File: src/rtl/vga_fb_arbiter.sv
// rtl/vga_fb_arbiter.sv - single-port framebuffer arbiter: VGA scan-out reads win, writer gets spare cycles
// Optional bank double-buffering is enabled by defining VGA_FB_DOUBLE_BUFFER_EN.
module vga_fb_arbiter #(
   parameter int FB_W        = 160,
   parameter int FB_H        = 120,
   parameter int SCALE_SHIFT = 2,
   parameter int ADDR_W      = 15,
   parameter int DATA_W      = 8
) (
   input  logic              clock,
   input  logic              reset_n,
   input  logic              display_enable,
   input  logic [15:0]       row,
   input  logic [15:0]       column,
   input  logic              wr_req,
   input  logic [ADDR_W-1:0] wr_addr,
   input  logic [DATA_W-1:0] wr_data,
   output logic              wr_ack,
   output logic              wr_err,
   input  logic              swap_req,
   output logic              swap_done,
`ifdef VGA_FB_DOUBLE_BUFFER_EN
   output logic [ADDR_W:0]   mem_addr,
`else
   output logic [ADDR_W-1:0] mem_addr,
`endif
   output logic              mem_we,
   output logic [DATA_W-1:0] mem_wdata,
   input  logic [DATA_W-1:0] mem_rdata,
   output logic [DATA_W-1:0] pix_data,
   output logic              pix_valid
);
   typedef enum logic [1:0] {IDLE, DISP_RD, WR} state_t;

`ifdef VGA_FB_DOUBLE_BUFFER_EN
   localparam int MA_W = ADDR_W + 1;
`else
   localparam int MA_W = ADDR_W;
`endif
   localparam logic [15:0]            ROW_LIM    = 16'(FB_H << SCALE_SHIFT);
   localparam logic [ADDR_W:0]        FB_SIZE    = (ADDR_W+1)'(FB_W * FB_H);
   localparam logic [SCALE_SHIFT-1:0] ZERO_PHASE = '0;

   state_t            state;
   logic              disp_slot;
   logic              addr_err;
   logic              rd_d1;
   logic              de_d1;
   logic              de_d2;
   logic [ADDR_W-1:0] disp_row;
   logic [ADDR_W-1:0] disp_col;
   logic [ADDR_W-1:0] disp_addr;
   logic [MA_W-1:0]   rd_full;
   logic [MA_W-1:0]   wr_full;

   assign disp_slot = display_enable && (row < ROW_LIM) && (column[SCALE_SHIFT-1:0] == ZERO_PHASE);
   assign disp_row  = ADDR_W'(row >> SCALE_SHIFT);
   assign disp_col  = ADDR_W'(column >> SCALE_SHIFT);
   assign disp_addr = ADDR_W'(disp_row * ADDR_W'(FB_W)) + disp_col;
   assign addr_err  = {1'b0, wr_addr} >= FB_SIZE;

`ifdef VGA_FB_DOUBLE_BUFFER_EN
   logic disp_bank;
   logic swap_pend;
   logic swap_now;
   logic bank_nxt;

   // The (0,0) read itself already uses the new bank, so the swap is frame-exact.
   assign swap_now = swap_pend && (row == 16'd0) && (column == 16'd0);
   assign bank_nxt = disp_bank ^ swap_now;
   assign rd_full  = {bank_nxt, disp_addr};
   assign wr_full  = {~bank_nxt, wr_addr};

   always_ff @(posedge clock or negedge reset_n) begin
      if (!reset_n) begin
         disp_bank <= 1'b0;
         swap_pend <= 1'b0;
         swap_done <= 1'b0;
      end else begin
         disp_bank <= bank_nxt;
         swap_done <= swap_now;
         if (swap_now)
            swap_pend <= swap_req;
         else if (swap_req)
            swap_pend <= 1'b1;
      end
   end
`else
   logic swap_unused;
   assign swap_unused = swap_req;
   assign swap_done   = 1'b0;
   assign rd_full     = disp_addr;
   assign wr_full     = wr_addr;
`endif

   always_ff @(posedge clock or negedge reset_n) begin
      if (!reset_n) begin
         state     <= IDLE;
         mem_addr  <= '0;
         mem_we    <= 1'b0;
         mem_wdata <= '0;
         wr_ack    <= 1'b0;
         wr_err    <= 1'b0;
      end else if (disp_slot) begin
         state    <= DISP_RD;
         mem_addr <= rd_full;
         mem_we   <= 1'b0;
         wr_ack   <= 1'b0;
         wr_err   <= 1'b0;
      end else if (wr_req && state != WR) begin
         state     <= WR;
         mem_addr  <= wr_full;
         mem_we    <= !addr_err;
         mem_wdata <= wr_data;
         wr_ack    <= 1'b1;
         wr_err    <= addr_err;
      end else begin
         state  <= IDLE;
         mem_we <= 1'b0;
         wr_ack <= 1'b0;
         wr_err <= 1'b0;
      end
   end

   // RAM data arrives one cycle after DISP_RD; visibility is delayed to match.
   always_ff @(posedge clock or negedge reset_n) begin
      if (!reset_n) begin
         rd_d1     <= 1'b0;
         de_d1     <= 1'b0;
         de_d2     <= 1'b0;
         pix_data  <= '0;
         pix_valid <= 1'b0;
      end else begin
         rd_d1     <= (state == DISP_RD);
         de_d1     <= display_enable;
         de_d2     <= de_d1;
         pix_valid <= de_d2;
         if (!de_d2)
            pix_data <= '0;
         else if (rd_d1)
            pix_data <= mem_rdata;
      end
   end
endmodule
File: config.mk
export PLATFORM = sky130hd
export DESIGN_NAME = vga_fb_arbiter
export DESIGN_NICKNAME = d
export VERILOG_FILES = /design/src/rtl/vga_fb_arbiter.sv
export SDC_FILE = /design/constraint.sdc
export NUM_CORES = 1
export LEC_CHECK = 0
export ABC_CLOCK_PERIOD_IN_PS = 1480
export BUFFER_PORTS_ARGS = -buffer_cell sky130_fd_sc_hd__buf_2
export CORE_MARGIN = 1.5
export CORE_UTILIZATION = 43
export CTS_CLUSTER_DIAMETER = 60
export DETAILED_ROUTE_END_ITERATION = 8
export PLACE_DENSITY = 0.87
export SYNTH_ARGS = -nofsm -noshare
export SYNTH_HDL_FRONTEND = slang
export SYNTH_SLANG_ARGS = --single-unit
File: constraint.sdc
create_clock -name clock -period 1.48 [get_ports clock]
set_clock_uncertainty 0.15 [all_clocks]
set_input_delay 0.148 -clock clock [delete_from_list [all_inputs] [get_ports clock]]
set_output_delay 0.148 -clock clock [all_outputs]
set_load 0.1 [all_outputs]
==> metrics.txt <==
layout cells sized above 1 53.88%; crit start category input pin; final setup violation count 23; CP Buf/Inv Count 1; slowest stage cell, crit path fa_2; register area share after synthesis 40.29%; total of max-cap violations 0; RR Endpoint mem_addr[14]; Post-synth EDFFs 0; 1st-pass router iterations 4; Main synth FF type dfrtp_1; synthesized area 2422 µm²; placed wire-length estimate 4.739 mm; Yosys top cell area share 40.29%; Synth warnings 0; Antenna Nets Post-Route 0; Vias 2346; die height 78.06 µm; WHS -0.01112 ns; Initial Util 44.26%; ys async rst share 100.0%; Area growth, synth to finish 70.61%; r2r startpoint state[1]; IO Port Bufs 99; slowest stage delay, CP 0.35 ns; # DRC 0; Unique masters post-synth 45; CP Depth 11; drt first-iter violations 59; dpl cell area 3461 µm²; syn nets 307; Sw Pwr 1837 µW; setup TNS -5.908 ns; Comb pwr share 49.7%; Sw Share 40.46%; nets 490; clk buf depth 2; critical path class in -> reg; sequential power share 27.1%; Post-Syn Instances 215; fin worst setup slack -0.8854 ns; Avg Cell Area, Syn 11.27 µm²; family with the most delay on the worst path adder cells; WL final 6.858 mm; register bit total from synthesis 39; HP Class in -> reg; CP Data Required Time 1.54 ns; CTS sink cnt 39; Core Rows 27; Cell Pwr Density 1098 nW/µm²; GP Congestion 0.7820; clk_lat worst skew 0.29 ns; Worst Path Max Fanout 2; Vias/cell 4.981; HP Start mem_rdata[6]; Clock transition at path regs 0.08 ns; top post-synthesis cells by count dfrtp_1 (39), ha_1 (22), mux2i_1 (17), nor2_1 (17), a21oi_1 (15); FF-to-FF path depth 7; die area 6093 µm²; most numerous cell in the Yosys netlist dfrtp_1; first-pass GRT wire length 10.60 mm; antenna cells 0; violated checks hold timing, setup timing; vias in the first global route 2384; total power draw 4539 µW; chip width 78.06 µm; Period minus WS final 2.365 ns; CP arrival 2.43 ns; Area contributors post-synth dfrtp_1 (40%), ha_1 (11%), mux2i_1 (7.0%), mux2_4 (5.0%), a21oi_1 (3.1%); Num CTS Buffers 5; CP Cell Sequence buf_8 -> ha_4 -> ha_4 -> fa_2 -> xor2_1 -> ha_1 -> or2_1 -> and2_1 -> o21a_1 -> o221a_1 -> a211oi_2; crit share post-route 159.8%; Clk network pwr share 23.2%; Worst path most repeated cell ha_4; max frequency 422.8 MHz; total track usage 22.20%; Root Driver clkbuf_8; r2r setup slk -0.19 ns; max-slew violations 0; status complete, but fails checks; Crit. End Element register; Leak Pwr 0.002040 µW; WL/cell 14.56 µm; hold-critical path depth 3; Final Instance Area 4133 µm²; largest net degree at the start of global routing 26; peak supply drop 0.7478 mV; final hold vios 2; Yosys top cell by area dfrtp_1; internal power 2703 µW; filler cell count 353; H-tree depth 2; Hold EP pix_data[6]; initial antenna violation count 0; RSZ-0062 raised after global routing true; total core area 5473 µm²; io pins 104; GRT overflow 0; CTS tree done
through the flow:
step	cells	hold WS (ns)	util (%)	worst slack [ns]
5_1_grt	471	0.004838	75.51	-0.9519
3_3_place_gp	425	-0.06899	63.24	-1.192
6_report	471	-0.01112	75.51	-0.8854
3_5_place_dp	425	-0.06332	63.24	-1.282
2_1_floorplan	215	-0.2976	-	-1.076
4_1_cts	469	0.006248	74.35	-0.8642
worst max-delay path by stage:
| stage | endpoint | slack, ns | from |
|---|---|---|---|
| floorplan | mem_addr[13] | -1.08 | row[3] |
| global placement | mem_addr[13] | -1.19 | row[3] |
| detailed placement | mem_addr[13] | -1.28 | row[3] |
| CTS | mem_addr[13] | -0.86 | row[3] |
| global route | mem_addr[14] | -0.95 | row[6] |
| finish | mem_addr[13] | -0.89 | row[3] |
routing by layer:
metal | share of wire [%] | global-route usage, % | wire length [µm]
met1 | 38 | 23.32 | 2612
met2 | 56 | 45.30 | 3870
met3 | 4.1 | 3.023 | 279
met4 | 1.4 | 5.893 | 95
met5 | 0 | 0 | 0
placed cells by master (no fill, tap or decap), types with 2 or more instances in the layout:
master         count
nand3_1            2
nor2_1            17
mux2i_1           17
o21ai_0            2
dfrtp_1           38
a211oi_2           3
a21oi_2            2
buf_12             3
bufinv_16          2
a21o_1             6
nand4_1            2
mux2_4             9
o21ai_1            6
mux2_2             5
buf_4             40
o21a_1             3
dlygate4sd3_1     27
clkbuf_8           5
buf_6             14
inv_1              5
nand2_2            3
buf_2             94
ha_4               8
or2_1              2
ha_1              13
nor2b_1           11
a21oi_1           12
or3_1              2
buf_8              3
nand2_1            2
xnor2_1            6
what timing repair did:
item / 4_1_cts / 5_1_grt
setup endpoints to repair: 19 / 25
buffers inserted: 9 / 6
resized for setup: 30 / 15
pin swaps: 24 / 9
cloned: 1 / 0
hold endpoints to repair: 62 / 0
hold buffers: 27 / 0
final cells by class:
type,count,area [µm²],area share [%]
Timing Repair Buffer,182,1331,32.21
Sequential cell,39,979.7,23.71
Multi-Input combinational cell,163,1568,37.94
Clock inverter,3,67.56,1.635
Tap cell,72,90.09,2.180
Inverter,7,27.53,0.6661
Clock buffer,5,68.82,1.665
tightest hold or removal path, stage by stage:
cell and delay, ns:
buf_2 0.07, mux2i_1 0.06, nor2b_1 0.11
power groups by stage:
stage | Clock, µW | Sequential (µW) | Combinational [µW]
finish | 1050 | 1230 | 2250
CTS | 1080 | 1230 | 2160
global route | 1140 | 1240 | 2360
detailed placement | 0 | 1250 | 1960
floorplan | 0 | 1990 | 647
global placement | 0 | 1240 | 1930
kinds of logic (layout without fill, tap and decap cells):
logic type / Yosys count / after routing / synth area share [%]
mux: 31 / 31 / 14.77
flops: 39 / 39 / 40.29
fa+ha+maj: 24 / 24 / 13.02
simple gates: 52 / 52 / 12.55
compound gates: 47 / 47 / 13.64
buf+inv: 13 / 197 / 2.685
xor+xnor: 8 / 8 / 2.893
other cells: 1 / 1 / 0.1548
state kept, by name (all words and copies together), names as in the netlist:
| name | flops |
|---|---|
| mem_we | 1 |
| pix_data | 8 |
| de_d1 | 1 |
| wr_err | 1 |
| de_d2 | 1 |
| state | 2 |
| pix_valid | 1 |
| mem_wdata | 8 |
| rd_d1 | 1 |
| mem_addr | 15 |
No activity file was read; power rests on OpenSTA's default activity.
